File: src/rtl/fme_pkg.sv
// rtl/fme_pkg.sv - shared defaults, width helpers and (cost, index) pair type for the argmin pipe
package fme_pkg;

    localparam int N_CAND_DEF    = 9;
    localparam int COST_W_DEF    = 16;
    localparam int MAX_BATCH_DEF = 4;

    // Global index width: enough to address every candidate of a full group.
    function automatic int idx_w(input int n_cand, input int max_batch);
        return $clog2(n_cand * max_batch);
    endfunction

    // Number of live entries after lvl compare levels (odd entries round up).
    function automatic int lvl_width(input int n, input int lvl);
        return (n + (1 << lvl) - 1) >> lvl;
    endfunction

    localparam int IDX_W_DEF = idx_w(N_CAND_DEF, MAX_BATCH_DEF);

    typedef struct packed {
        logic [COST_W_DEF-1:0] cost;
        logic [IDX_W_DEF-1:0]  idx;
    } cand_t;

endpackage

File: src/rtl/fme_argmin_pipe_if.sv
// rtl/fme_argmin_pipe_if.sv - candidate-vector input and group-result output handshake bundle
// master: producer/consumer side (drives in_*, out_ready); slave: the argmin pipe.
interface fme_argmin_pipe_if #(
    parameter int N_CAND = 9,
    parameter int COST_W = 16,
    parameter int IDX_W  = 6
);
    logic                           in_valid;
    logic                           in_ready;
    logic [N_CAND-1:0][COST_W-1:0]  in_cost;
    logic                           in_first;
    logic                           in_last;
    logic                           out_valid;
    logic                           out_ready;
    logic [IDX_W-1:0]               out_idx;
    logic [COST_W-1:0]              out_cost;
    logic                           out_ovf;

    modport master (
        output in_valid, in_cost, in_first, in_last, out_ready,
        input  in_ready, out_valid, out_idx, out_cost, out_ovf
    );

    modport slave (
        input  in_valid, in_cost, in_first, in_last, out_ready,
        output in_ready, out_valid, out_idx, out_cost, out_ovf
    );
endinterface

File: src/rtl/fme_min2.sv
// rtl/fme_min2.sv - registered two-input min of (cost, index) pairs with enable
// Ports: clk, rst_n, en (hold when low), a_*/b_* operand pairs, y_* registered winner.
// a wins ties, so wiring the lower-index operand to a keeps the lower index on ties.
module fme_min2 #(
    parameter int COST_W = 16,
    parameter int IDX_W  = 4
) (
    input  logic              clk,
    input  logic              rst_n,
    input  logic              en,
    input  logic [COST_W-1:0] a_cost,
    input  logic [IDX_W-1:0]  a_idx,
    input  logic [COST_W-1:0] b_cost,
    input  logic [IDX_W-1:0]  b_idx,
    output logic [COST_W-1:0] y_cost,
    output logic [IDX_W-1:0]  y_idx
);
    logic [COST_W-1:0] y_cost_q, y_cost_d;
    logic [IDX_W-1:0]  y_idx_q,  y_idx_d;

    always_comb begin
        y_cost_d = y_cost_q;
        y_idx_d  = y_idx_q;
        if (en) begin
            if (a_cost <= b_cost) begin
                y_cost_d = a_cost;
                y_idx_d  = a_idx;
            end else begin
                y_cost_d = b_cost;
                y_idx_d  = b_idx;
            end
        end
    end

    always_ff @(posedge clk or negedge rst_n) begin
        if (!rst_n) begin
            y_cost_q <= '0;
            y_idx_q  <= '0;
        end else begin
            y_cost_q <= y_cost_d;
            y_idx_q  <= y_idx_d;
        end
    end

    assign y_cost = y_cost_q;
    assign y_idx  = y_idx_q;
endmodule

File: src/rtl/fme_argmin_pipe.sv
// rtl/fme_argmin_pipe.sv - pipelined argmin over candidate vectors with multi-vector group accumulation
// Ports: clk, rst_n (async, active-low), bus (slave): in_valid/in_ready/in_cost/in_first/in_last
// vector input, out_valid/out_ready/out_idx/out_cost/out_ovf group result.
module fme_argmin_pipe
    import fme_pkg::*;
#(
    parameter int N_CAND    = N_CAND_DEF,
    parameter int COST_W    = COST_W_DEF,
    parameter int MAX_BATCH = MAX_BATCH_DEF
) (
    input  logic               clk,
    input  logic               rst_n,
    fme_argmin_pipe_if.slave   bus
);
    localparam int IDX_W  = idx_w(N_CAND, MAX_BATCH);
    localparam int S      = $clog2(N_CAND);
    localparam int LIDX_W = S;
    localparam int BW     = (MAX_BATCH > 1) ? $clog2(MAX_BATCH) : 1;

    // Whole pipeline freezes while a result waits for the consumer.
    logic adv;
    assign adv = !(bus.out_valid && !bus.out_ready);
    assign bus.in_ready = adv;

    // Compare tree: level 0 is the input vector, level l holds lvl_width(N_CAND, l) live pairs.
    logic [COST_W-1:0] lv_cost [S+1][N_CAND];
    logic [LIDX_W-1:0] lv_idx  [S+1][N_CAND];

    for (genvar j = 0; j < N_CAND; j++) begin : g_in
        assign lv_cost[0][j] = bus.in_cost[j];
        assign lv_idx[0][j]  = LIDX_W'(j);
    end

    for (genvar l = 1; l <= S; l++) begin : g_lvl
        localparam int W_IN  = lvl_width(N_CAND, l - 1);
        localparam int W_OUT = lvl_width(N_CAND, l);
        for (genvar j = 0; j < N_CAND; j++) begin : g_node
            if (j < W_OUT) begin : g_cmp
                // An unpaired trailing entry is compared against itself, i.e. passed through.
                localparam int B = (2*j + 1 < W_IN) ? 2*j + 1 : 2*j;
                fme_min2 #(.COST_W(COST_W), .IDX_W(LIDX_W)) u_min2 (
                    .clk    (clk),
                    .rst_n  (rst_n),
                    .en     (adv),
                    .a_cost (lv_cost[l-1][2*j]),
                    .a_idx  (lv_idx[l-1][2*j]),
                    .b_cost (lv_cost[l-1][B]),
                    .b_idx  (lv_idx[l-1][B]),
                    .y_cost (lv_cost[l][j]),
                    .y_idx  (lv_idx[l][j])
                );
            end else begin : g_pad
                assign lv_cost[l][j] = '0;
                assign lv_idx[l][j]  = '0;
            end
        end
    end

    // Sideband travelling alongside the tree; bit i is the stage after level i+1.
    logic [S-1:0] v_q, v_d, first_q, first_d, last_q, last_d;

    always_comb begin
        v_d     = v_q;
        first_d = first_q;
        last_d  = last_q;
        if (adv) begin
            for (int i = S - 1; i > 0; i--) begin
                v_d[i]     = v_q[i-1];
                first_d[i] = first_q[i-1];
                last_d[i]  = last_q[i-1];
            end
            v_d[0]     = bus.in_valid;
            first_d[0] = bus.in_first;
            last_d[0]  = bus.in_last;
        end
    end

    // Accumulate stage.
    logic [COST_W-1:0] run_cost_q, run_cost_d, out_cost_q, out_cost_d, sel_cost;
    logic [IDX_W-1:0]  run_idx_q,  run_idx_d,  out_idx_q,  out_idx_d,  sel_idx, t_gidx;
    logic [BW-1:0]     batch_q, batch_d, batch_nx;
    logic              open_q, open_d, out_valid_q, out_valid_d, out_ovf_q, out_ovf_d;
    logic              start, at_max, close;

    always_comb begin
        // A vector with no group open starts one, whatever its in_first says.
        start    = first_q[S-1] || !open_q;
        batch_nx = start ? '0 : batch_q + 1'b1;
        t_gidx   = IDX_W'(batch_nx) * IDX_W'(N_CAND) + IDX_W'(lv_idx[S][0]);
        // Strictly-lower replacement keeps the earlier batch on ties.
        if (start || (lv_cost[S][0] < run_cost_q)) begin
            sel_cost = lv_cost[S][0];
            sel_idx  = t_gidx;
        end else begin
            sel_cost = run_cost_q;
            sel_idx  = run_idx_q;
        end
        at_max = (batch_nx == BW'(MAX_BATCH - 1));
        close  = last_q[S-1] || at_max;

        run_cost_d  = run_cost_q;
        run_idx_d   = run_idx_q;
        batch_d     = batch_q;
        open_d      = open_q;
        out_valid_d = out_valid_q;
        out_cost_d  = out_cost_q;
        out_idx_d   = out_idx_q;
        out_ovf_d   = out_ovf_q;
        if (adv) begin
            out_valid_d = 1'b0;
            if (v_q[S-1]) begin
                run_cost_d = sel_cost;
                run_idx_d  = sel_idx;
                batch_d    = batch_nx;
                open_d     = !close;
                if (close) begin
                    out_valid_d = 1'b1;
                    out_cost_d  = sel_cost;
                    out_idx_d   = sel_idx;
                    out_ovf_d   = !last_q[S-1] && at_max;
                end
            end
        end
    end

    always_ff @(posedge clk or negedge rst_n) begin
        if (!rst_n) begin
            v_q         <= '0;
            first_q     <= '0;
            last_q      <= '0;
            run_cost_q  <= '0;
            run_idx_q   <= '0;
            batch_q     <= '0;
            open_q      <= 1'b0;
            out_valid_q <= 1'b0;
            out_cost_q  <= '0;
            out_idx_q   <= '0;
            out_ovf_q   <= 1'b0;
        end else begin
            v_q         <= v_d;
            first_q     <= first_d;
            last_q      <= last_d;
            run_cost_q  <= run_cost_d;
            run_idx_q   <= run_idx_d;
            batch_q     <= batch_d;
            open_q      <= open_d;
            out_valid_q <= out_valid_d;
            out_cost_q  <= out_cost_d;
            out_idx_q   <= out_idx_d;
            out_ovf_q   <= out_ovf_d;
        end
    end

    assign bus.out_valid = out_valid_q;
    assign bus.out_cost  = out_cost_q;
    assign bus.out_idx   = out_idx_q;
    assign bus.out_ovf   = out_ovf_q;
endmodule
File: src/flat_wrapper.sv
// flat-port wrapper written by rule: the top's interface ports become plain ports
module fme_argmin_pipe_flat import fme_pkg::*;
#(
    parameter int N_CAND    = N_CAND_DEF,
    parameter int COST_W    = COST_W_DEF,
    parameter int MAX_BATCH = MAX_BATCH_DEF
)
  (clk, rst_n, bus_in_valid, bus_in_cost, bus_in_first, bus_in_last, bus_out_ready, bus_in_ready, bus_out_valid, bus_out_idx, bus_out_cost, bus_out_ovf);
  fme_argmin_pipe_if #(.N_CAND(N_CAND), .COST_W(COST_W)) bus_i ();
  input  logic clk;
  input  logic rst_n;
  input wire logic [$bits(bus_i.in_valid)-1:0] bus_in_valid;
  input wire logic [$bits(bus_i.in_cost)-1:0] bus_in_cost;
  input wire logic [$bits(bus_i.in_first)-1:0] bus_in_first;
  input wire logic [$bits(bus_i.in_last)-1:0] bus_in_last;
  input wire logic [$bits(bus_i.out_ready)-1:0] bus_out_ready;
  output wire logic [$bits(bus_i.in_ready)-1:0] bus_in_ready;
  output wire logic [$bits(bus_i.out_valid)-1:0] bus_out_valid;
  output wire logic [$bits(bus_i.out_idx)-1:0] bus_out_idx;
  output wire logic [$bits(bus_i.out_cost)-1:0] bus_out_cost;
  output wire logic [$bits(bus_i.out_ovf)-1:0] bus_out_ovf;
  assign bus_i.in_valid = bus_in_valid;
  assign bus_i.in_cost = bus_in_cost;
  assign bus_i.in_first = bus_in_first;
  assign bus_i.in_last = bus_in_last;
  assign bus_i.out_ready = bus_out_ready;
  assign bus_in_ready = bus_i.in_ready;
  assign bus_out_valid = bus_i.out_valid;
  assign bus_out_idx = bus_i.out_idx;
  assign bus_out_cost = bus_i.out_cost;
  assign bus_out_ovf = bus_i.out_ovf;
  fme_argmin_pipe #(.N_CAND(N_CAND), .COST_W(COST_W), .MAX_BATCH(MAX_BATCH)) u_core (.clk(clk), .rst_n(rst_n), .bus(bus_i));
endmodule
File: config.mk
export PLATFORM = sky130hd
export DESIGN_NAME = fme_argmin_pipe_flat
export DESIGN_NICKNAME = d
export VERILOG_FILES = /design/src/rtl/fme_pkg.sv /design/src/rtl/fme_argmin_pipe_if.sv /design/src/rtl/fme_min2.sv /design/src/rtl/fme_argmin_pipe.sv /design/src/flat_wrapper.sv
export SDC_FILE = /design/constraint.sdc
export NUM_CORES = 1
export LEC_CHECK = 0
export CAP_MARGIN = 20
export CELL_PAD_IN_SITES_DETAIL_PLACEMENT = 0
export CELL_PAD_IN_SITES_GLOBAL_PLACEMENT = 1
export CORE_MARGIN = 2
export CORE_UTILIZATION = 47
export DETAILED_ROUTE_END_ITERATION = 8
export PLACE_DENSITY = 0.88
export SYNTH_ARGS = -nofsm -noshare
export SYNTH_HDL_FRONTEND = slang
export SYNTH_SLANG_ARGS = --single-unit
File: constraint.sdc
create_clock -name clk -period 5.1 [get_ports clk]
set_input_delay 1.02 -clock clk [delete_from_list [all_inputs] [get_ports clk]]
set_output_delay 1.02 -clock clk [all_outputs]
set_load 0.01 [all_outputs]
==> flow_results.xml, run 1 <==
<?xml version="1.0" encoding="UTF-8"?>
<metrics>
  <group name="status">
    <metric name="outcome" unit="">completed</metric>
  </group>
  <group name="clock_network">
    <metric name="post-cts-setup-buffer-count" unit="">0</metric>
    <metric name="cts-buffers-inserted" unit="">28</metric>
    <metric name="cts.repair.resized" unit="">0</metric>
    <metric name="clk_pin_slew" unit="ns">0.06</metric>
    <metric name="clock_tree.buffer_depth" unit="">3</metric>
    <metric name="cts_root_buf" unit="">clkbuf_16</metric>
    <metric name="clkLatencyLatePin" unit="ns">0.54</metric>
    <metric name="cts_hold_buf" unit="">0</metric>
    <metric name="htreeDepth" unit="">1</metric>
    <metric name="tritoncts_clock_tree" unit="">built</metric>
    <metric name="cts_num_sinks" unit="">256</metric>
  </group>
  <group name="routing">
    <metric name="detail_route.iter0.violations" unit="">646</metric>
    <metric name="route.detailed.vias_per_inst" unit="">5.320</metric>
    <metric name="route.vias.total" unit="">11260</metric>
    <metric name="route.detailed.drc" unit="">0</metric>
    <metric name="drt-total-wl" unit="um">33170</metric>
    <metric name="antenna_violating_nets_post_route" unit="">0</metric>
    <metric name="detailedRoute.firstPassIterationCount" unit="">6</metric>
    <metric name="routedWlPerCell" unit="um">15.67</metric>
  </group>
  <group name="critical_path">
    <metric name="r2r_setup_slack" unit="ns">2.21</metric>
    <metric name="crit_arrival" unit="ns">2.51</metric>
    <metric name="required_time_worst_endpoint" unit="ns">4.08</metric>
    <metric name="cp-end-kind" unit="">primary output</metric>
    <metric name="path_class" unit="">input pin to primary output</metric>
    <metric name="critical-path-max-stage-delay" unit="ns">0.62</metric>
    <metric name="critPathMaxFanout" unit="">83</metric>
    <metric name="worst_path_dominant_cell_family" unit="">buffers and inverters</metric>
    <metric name="cells_traversed_along_the_worst_timing_path" unit="">clkdlybuf4s50_1 &gt; nor2b_4 &gt; inv_8 &gt; clkdlybuf4s50_1</metric>
    <metric name="cpMaxStageDelayCell" unit="">clkdlybuf4s50_1</metric>
    <metric name="worst-path-buf-inv" unit="">3</metric>
    <metric name="timing.critical_path.from_type" unit="">input pin</metric>
    <metric name="most_frequent_cp_cell" unit="">clkdlybuf4s50_1</metric>
  </group>
  <group name="floorplan">
    <metric name="die_w" unit="um">180.9</metric>
    <metric name="core_area" unit="um^2">30670</metric>
    <metric name="die_area" unit="um^2">32710</metric>
    <metric name="start_util" unit="%">47.94</metric>
    <metric name="rows" unit="">64</metric>
    <metric name="die_height" unit="um">180.9</metric>
    <metric name="ioPinCount" unit="">175</metric>
  </group>
  <group name="sta">
    <metric name="rsz_0062_raised_after_global_routing" unit="">false</metric>
    <metric name="final-max-slew-violation-count" unit="">0</metric>
    <metric name="hold_viol" unit="">0</metric>
    <metric name="final.min_clock_period" unit="ns">3.529</metric>
    <metric name="clk_skew" unit="ns">0.01433</metric>
    <metric name="clock.fmax" unit="MHz">283.4</metric>
    <metric name="worst-slew-pin-transition" unit="ns">1.013</metric>
    <metric name="min_period_over_period" unit="%">69.19</metric>
    <metric name="slew-limit-headroom" unit="%">32.36</metric>
    <metric name="totalNegativeSetupSlack" unit="ns">0</metric>
    <metric name="final-setup-viol-count" unit="">0</metric>
  </group>
  <group name="yosys">
    <metric name="synth.top_cells.by_area" unit="">dfrtp_1 44%, ha_1 13%, mux2i_1 9.4%, a21oi_1 5.9%, nand2_1 5.8%</metric>
    <metric name="synthArstFlopShare" unit="%">100.0</metric>
    <metric name="syn_nets" unit="">1855</metric>
    <metric name="fraction_of_the_yosys_area_taken_by_sequential_cells" unit="%">43.57</metric>
    <metric name="yosys.cell_count.top_type" unit="">dfrtp_1</metric>
    <metric name="yosys.area.top_type" unit="">dfrtp_1</metric>
    <metric name="post_synth_most_frequent_cells" unit="">256 x dfrtp_1, 228 x nand2_1, 174 x a21oi_1, 152 x inv_1, 149 x ha_1</metric>
    <metric name="post_synth_instance_area" unit="um^2">14700</metric>
    <metric name="yosys.cell_types.count" unit="">53</metric>
    <metric name="postSynth.topFlopCell" unit="">dfrtp_1</metric>
    <metric name="synth_cells" unit="">1555</metric>
    <metric name="synthesis.yosys.warnings" unit="">0</metric>
    <metric name="number_of_flops_mapped_to_enable_cells_by_yosys" unit="">0</metric>
    <metric name="synth_top_area_share" unit="%">43.57</metric>
    <metric name="synthesis.area_per_instance" unit="um^2">9.454</metric>
    <metric name="synth_seq_cells" unit="">256</metric>
  </group>
  <group name="global_routing">
    <metric name="grtUsageTotal" unit="%">20.27</metric>
    <metric name="total_overflow_reported_by_the_global_router" unit="">0</metric>
    <metric name="initial_antenna_violation_count" unit="">0</metric>
    <metric name="pin_count_of_the_biggest_net_entering_global_routing" unit="">239</metric>
    <metric name="global_route_wire_length_before_repair" unit="um">55310</metric>
    <metric name="first_global_vias" unit="">11190</metric>
  </group>
  <group name="finish">
    <metric name="diodes" unit="">0</metric>
    <metric name="final_layout_size_suffix_gt1_share" unit="%">5.578</metric>
    <metric name="syn2layout_area_growth" unit="%">20.77</metric>
    <metric name="design.final.nets" unit="">2000</metric>
  </group>
  <group name="power_and_ir_drop">
    <metric name="power.total" unit="mW">10.03</metric>
    <metric name="leakage" unit="nW">8.753</metric>
    <metric name="max-vdd-ir-drop" unit="V">0.0003698</metric>
    <metric name="pwr_density_cell" unit="nW/um^2">565.0</metric>
  </group>
  <group name="placed_design">
    <metric name="dp.final_hpwl" unit="um">24230</metric>
    <metric name="buffer_ports.inserted" unit="">174</metric>
    <metric name="gp_congestion" unit="">0.8327</metric>
  </group>
  <group name="run">
    <metric name="maxCapViolations" unit="">0</metric>
  </group>
  <group name="min_path">
    <metric name="min_path_type" unit="">flop to flop</metric>
  </group>
</metrics>
where the power goes:
group | switching [mW] | total (mW) | leakage [nW] | internal [mW]
sequential | 0.656 | 3.53 | 3.01 | 2.88
combinational | 2.30 | 4.36 | 5.25 | 2.06
clock | 0.800 | 2.14 | 0.493 | 1.34
total | 3.75 | 10.0 | 8.75 | 6.28
path summary, 6_finish.rpt:
check / startpoint / endpoint / depth (start not counted)
min reg2reg: u_core.g_lvl[1].g_node[2].g_cmp.u_min2.y_idx[0]$_DFFE_PN0N_ / u_core.g_lvl[1].g_node[2].g_cmp.u_min2.y_idx[0]$_DFFE_PN0N_ / 2
max in group asynchronous: rst_n / u_core.g_lvl[1].g_node[0].g_cmp.u_min2.y_cost[2]$_DFFE_PN0N_ / 2
min in group asynchronous: rst_n / u_core.bus.out_cost[5]$_DFFE_PN0P_ / 1
max reg2reg: u_core.g_lvl[1].g_node[3].g_cmp.u_min2.y_cost[5]$_DFFE_PN0N_ / u_core.g_lvl[2].g_node[1].g_cmp.u_min2.y_cost[4]$_DFFE_PN0N_ / 9
min: u_core.g_lvl[1].g_node[2].g_cmp.u_min2.y_idx[0]$_DFFE_PN0N_ / u_core.g_lvl[1].g_node[2].g_cmp.u_min2.y_idx[0]$_DFFE_PN0N_ / 2
max: bus_out_ready / bus_in_ready / 4
worst min-delay path: cells and delay by family (launching register included):
kind | cells | cell delay, ns
flops | 1 | 0.34
simple gates | 2 | 0.10
cell families after synthesis:
family | after synthesis | share of synthesized area [%]
simple gates | 427 | 12.14
compound gates | 330 | 13.10
flops | 256 | 43.57
buf+inv | 227 | 6.953
mux | 162 | 11.23
fa+ha+maj | 150 | 12.82
xor+xnor | 3 | 0.1788
per-layer routing:
layer | part of all wire (%) | up-vias | routed length, um | global-route usage [%]
met3 | 3.5 | 50 | 1160 | 2.298
met1 | 46 | 5359 | 15350 | 27.79
met5 | 0 | - | 0 | 0
met2 | 48 | 233 | 15880 | 34.28
li1 | - | 5620 | - | -
met4 | 2.3 | 0 | 776 | 5.194
sequential cells by signal (all words and copies together), names as in the netlist, 2 cells and up:
register,flops
u_core.g_lvl.g_node.g_cmp.u_min2.y_cost,176
u_core.g_lvl.g_node.g_cmp.u_min2.y_idx,19
u_core.bus.out_cost,16
u_core.run_cost_q,16
u_core.bus.out_idx,6
u_core.run_idx_q,6
u_core.first_q,4
u_core.last_q,4
u_core.v_q,4
u_core.batch_q,2
per-stage QoR:
stage / setup WS (ns) / hold slack (ns) / std cells / area, um^2 / utilization, %
floorplan: 2.233 / 0.4385 / 1555 / 14700 / -
global placement: 1.325 / 0.4498 / 2062 / 16680 / 54.39
detailed placement: 1.239 / 0.4555 / 2064 / 16740 / 54.57
CTS: 1.537 / 0.4685 / 2115 / 17730 / 57.82
global route: 1.486 / 0.4808 / 2117 / 17750 / 57.89
finish: 1.571 / 0.4682 / 2117 / 17750 / 57.89
cells in the final DEF (no fill, tap or decap), drive strengths merged, types with 3 or more instances in the layout:
cell           instances
a31oi                 18
a22oi                 15
clkbuf                40
and4                   7
clkdlybuf4s50        173
nand4                 20
a21oi                174
mux2                  24
o31ai                 11
o21ai                 74
a221o                  7
inv                  153
clkinv                 6
nor2b                 10
nand2b                 3
nand3                 17
nor2                 129
buf                   16
mux2i                138
nor4                   7
xnor2                  3
dfrtp                256
nand2                228
a21o                   7
o211ai                 7
a21boi                 6
bufinv                 4
ha                   149
area by class of cell:
type | count | area [um^2]
Fill cell | 2702 | 12910
Multi-Input combinational cell | 1072 | 7345
Sequential cell | 256 | 6406
Timing Repair Buffer | 189 | 1932
Clock buffer | 40 | 837.1
Inverter | 153 | 581.8
Tap cell | 396 | 495.5
Clock inverter | 11 | 157.7
No activity file was read; power rests on OpenSTA's default activity.
==> run 2: changes to the inputs <==
- CORE_UTILIZATION: 47 -> 40
- PLACE_DENSITY: 0.88 -> 0.8
- clock period: 5.1 -> 3.2 ns (I/O delays scaled with it)
==> run 2 against run 1 <==
Flip-flop and latch count unchanged. Non-clock buffer count is 29 higher. Sequential share of layout area shrank 0.66 points. First-iteration DRC count shrank 20%. Utilization fell by 8.3 points. Clock power up 66%. Clock skew is 0.0084 ns lower. Combinational power grew 60%. Die area grew 17%. Highest routed layer unchanged. Cell count rose by 4.8%.
==> flow_results.xml, run 2 (synthesis gave the netlist of run 1 again) <==
<?xml version="1.0" encoding="UTF-8"?>
<metrics>
  <group name="status">
    <metric name="outcome" unit="">completed</metric>
  </group>
  <group name="placed_design">
    <metric name="dp.final_hpwl" unit="um">26100</metric>
    <metric name="gp_congestion" unit="">0.8130</metric>
    <metric name="dpl_cell_area" unit="um^2">17060</metric>
    <metric name="buffer_ports.inserted" unit="">174</metric>
  </group>
  <group name="critical_path">
    <metric name="most_frequent_cp_cell" unit="">a21oi_1</metric>
    <metric name="worst_path_dominant_cell_family" unit="">compound AO/OA/AOI/OAI gates</metric>
    <metric name="timing.critical_path.from_type" unit="">input pin</metric>
    <metric name="cells_traversed_along_the_worst_timing_path" unit="">clkdlybuf4s50_1 &gt; inv_1 &gt; ha_1 &gt; a21oi_1 &gt; o21ai_0 &gt; a221o_1 &gt; o31ai_4 &gt; mux2i_1 &gt; a21oi_1</metric>
    <metric name="crit_arrival" unit="ns">3.36</metric>
    <metric name="cpMaxStageDelayCell" unit="">o31ai_4</metric>
    <metric name="path_class" unit="">input pin to flop</metric>
    <metric name="worst-path-buf-inv" unit="">2</metric>
    <metric name="cp-end-kind" unit="">flop</metric>
    <metric name="critical-path-max-stage-delay" unit="ns">0.90</metric>
    <metric name="required_time_worst_endpoint" unit="ns">3.58</metric>
    <metric name="critPathMaxFanout" unit="">17</metric>
  </group>
  <group name="sta">
    <metric name="hold_viol" unit="">0</metric>
    <metric name="rsz_0062_raised_after_global_routing" unit="">false</metric>
    <metric name="final-max-slew-violation-count" unit="">0</metric>
    <metric name="slew-limit-headroom" unit="%">29.02</metric>
    <metric name="hold_slack" unit="ns">0.09886</metric>
    <metric name="clk_skew" unit="ns">0.005974</metric>
    <metric name="min_period_over_period" unit="%">92.90</metric>
    <metric name="final-setup-viol-count" unit="">0</metric>
    <metric name="worst-slew-pin-transition" unit="ns">1.065</metric>
    <metric name="final.min_clock_period" unit="ns">2.973</metric>
    <metric name="clock.fmax" unit="MHz">336.4</metric>
  </group>
  <group name="clock_network">
    <metric name="cts_hold_buf" unit="">0</metric>
    <metric name="cts_root_buf" unit="">clkbuf_16</metric>
    <metric name="tritoncts_clock_tree" unit="">built</metric>
    <metric name="post-cts-setup-buffer-count" unit="">0</metric>
    <metric name="clkLatencyLatePin" unit="ns">0.54</metric>
    <metric name="cts-buffers-inserted" unit="">29</metric>
    <metric name="cts.repair.resized" unit="">0</metric>
    <metric name="cts_num_sinks" unit="">256</metric>
    <metric name="clk_pin_slew" unit="ns">0.06</metric>
    <metric name="clock_tree.buffer_depth" unit="">3</metric>
    <metric name="htreeDepth" unit="">1</metric>
  </group>
  <group name="routing">
    <metric name="detailedRoute.firstPassIterationCount" unit="">5</metric>
    <metric name="detail_route.iter0.violations" unit="">519</metric>
    <metric name="antenna_violating_nets_post_route" unit="">0</metric>
    <metric name="route.detailed.vias_per_inst" unit="">5.121</metric>
    <metric name="route.vias.total" unit="">11360</metric>
    <metric name="drt-total-wl" unit="um">34480</metric>
    <metric name="route.detailed.drc" unit="">0</metric>
    <metric name="routedWlPerCell" unit="um">15.54</metric>
  </group>
  <group name="floorplan">
    <metric name="core_area" unit="um^2">36430</metric>
    <metric name="die_area" unit="um^2">38300</metric>
    <metric name="rows" unit="">70</metric>
    <metric name="die_height" unit="um">195.7</metric>
    <metric name="start_util" unit="%">40.35</metric>
    <metric name="ioPinCount" unit="">175</metric>
    <metric name="die_w" unit="um">195.7</metric>
  </group>
  <group name="finish">
    <metric name="most_common_library_cell_in_the_layout_ignoring_fill_and_taps" unit="">dfrtp_1</metric>
    <metric name="diodes" unit="">0</metric>
    <metric name="syn2layout_area_growth" unit="%">23.02</metric>
    <metric name="largest_reg_flops" unit="">176</metric>
    <metric name="final_design_area_no_fill" unit="um^2">18090</metric>
    <metric name="final_core_utilization" unit="%">49.64</metric>
    <metric name="design.final.nets" unit="">2030</metric>
    <metric name="fillCellCount" unit="">3450</metric>
    <metric name="final_layout_size_suffix_gt1_share" unit="%">7.139</metric>
    <metric name="layout.cells.most_common_list" unit="">256 x dfrtp_1, 228 x nand2_1, 174 x a21oi_1, 173 x clkdlybuf4s50_1, 152 x inv_1</metric>
  </group>
  <group name="global_routing">
    <metric name="global_route_wire_length_before_repair" unit="um">57150</metric>
    <metric name="initial_antenna_violation_count" unit="">0</metric>
    <metric name="total_overflow_reported_by_the_global_router" unit="">0</metric>
    <metric name="pin_count_of_the_biggest_net_entering_global_routing" unit="">211</metric>
    <metric name="grtUsageTotal" unit="%">18.22</metric>
    <metric name="first_global_vias" unit="">11480</metric>
  </group>
  <group name="power_and_ir_drop">
    <metric name="pwr_density_cell" unit="nW/um^2">892.8</metric>
    <metric name="max-vdd-ir-drop" unit="V">0.0005276</metric>
    <metric name="leakage" unit="nW">8.892</metric>
  </group>
  <group name="run">
    <metric name="maxCapViolations" unit="">0</metric>
  </group>
  <group name="min_path">
    <metric name="min_path_type" unit="">input pin to async pin</metric>
  </group>
</metrics>
-- run 2: cell count changes in the layout (fill, tap and decap cells not counted), moves of 2 or more --
| cell | previous run | this run |
|---|---|---|
| buf_16 | 2 | 0 |
| buf_12 | 2 | 5 |
| clkbuf_8 | 7 | 4 |
| buf_4 | 10 | 39 |
| bufinv_16 | 4 | 6 |
-- run 2: worst paths after layout --
kind                       depth (start not counted)                      start                                                            to  slack, ns
max                                                9            bus_in_cost[21]                                                          flop       0.23
min                                                1                      rst_n                            u_core.bus.out_cost[7]$_DFFE_PN0P_        0.1
max reg2reg                                        9                       flop  u_core.g_lvl[2].g_node[1].g_cmp.u_min2.y_cost[8]$_DFFE_PN0N_       0.27
max in group asynchronous                          2                      rst_n  u_core.g_lvl[4].g_node[0].g_cmp.u_min2.y_cost[8]$_DFFE_PN0N_       2.30
min reg2reg                                        2  u_core.v_q[1]$_DFFE_PN0N_                                     u_core.v_q[1]$_DFFE_PN0N_       0.47
min in group clk                                   2  u_core.v_q[1]$_DFFE_PN0N_                                     u_core.v_q[1]$_DFFE_PN0N_       0.47
-- run 2: area by class of cell --
| type | count | area [um^2] | share of cell area [%] |
|---|---|---|---|
| repair buffers | 218 | 2140 | 11.83 |
| well taps | 468 | 585.6 | 3.238 |
| multi-input cells | 1072 | 7345 | 40.61 |
| clock inverters | 14 | 229.0 | 1.266 |
| inverters | 153 | 581.8 | 3.217 |
| clock buffers | 38 | 799.5 | 4.421 |
| flip-flops and latches | 256 | 6406 | 35.42 |
-- run 2: through the flow --
step	instances	power (mW)	TNS, ns	worst slack (ns)
floorplan	1555	10.60	0	0.7733
finish	2219	16.15	0	0.2272
global placement	2167	12.48	-5.291	-0.3681
global route	2219	17.48	0	0.02491
CTS	2219	16.35	0	0.2232
detailed placement	2167	12.70	-5.472	-0.3545
-- run 2: per-layer routing --
metal / part of all wire [%] / vias to the layer above / track usage [%]
met5: 0 / - / 0
met4: 2.9 / 0 / 5.247
met3: 3.5 / 64 / 2.424
met2: 48 / 190 / 31.40
met1: 45 / 5411 / 24.08
li1: - / 5699 / -
-- run 2: where the power goes --
part	total [mW]	switching, mW	leakage, nW	internal (mW)
sequential	5.64	1.05	3.01	4.59
combinational	6.96	3.68	5.38	3.29
clock	3.55	1.32	0.501	2.23
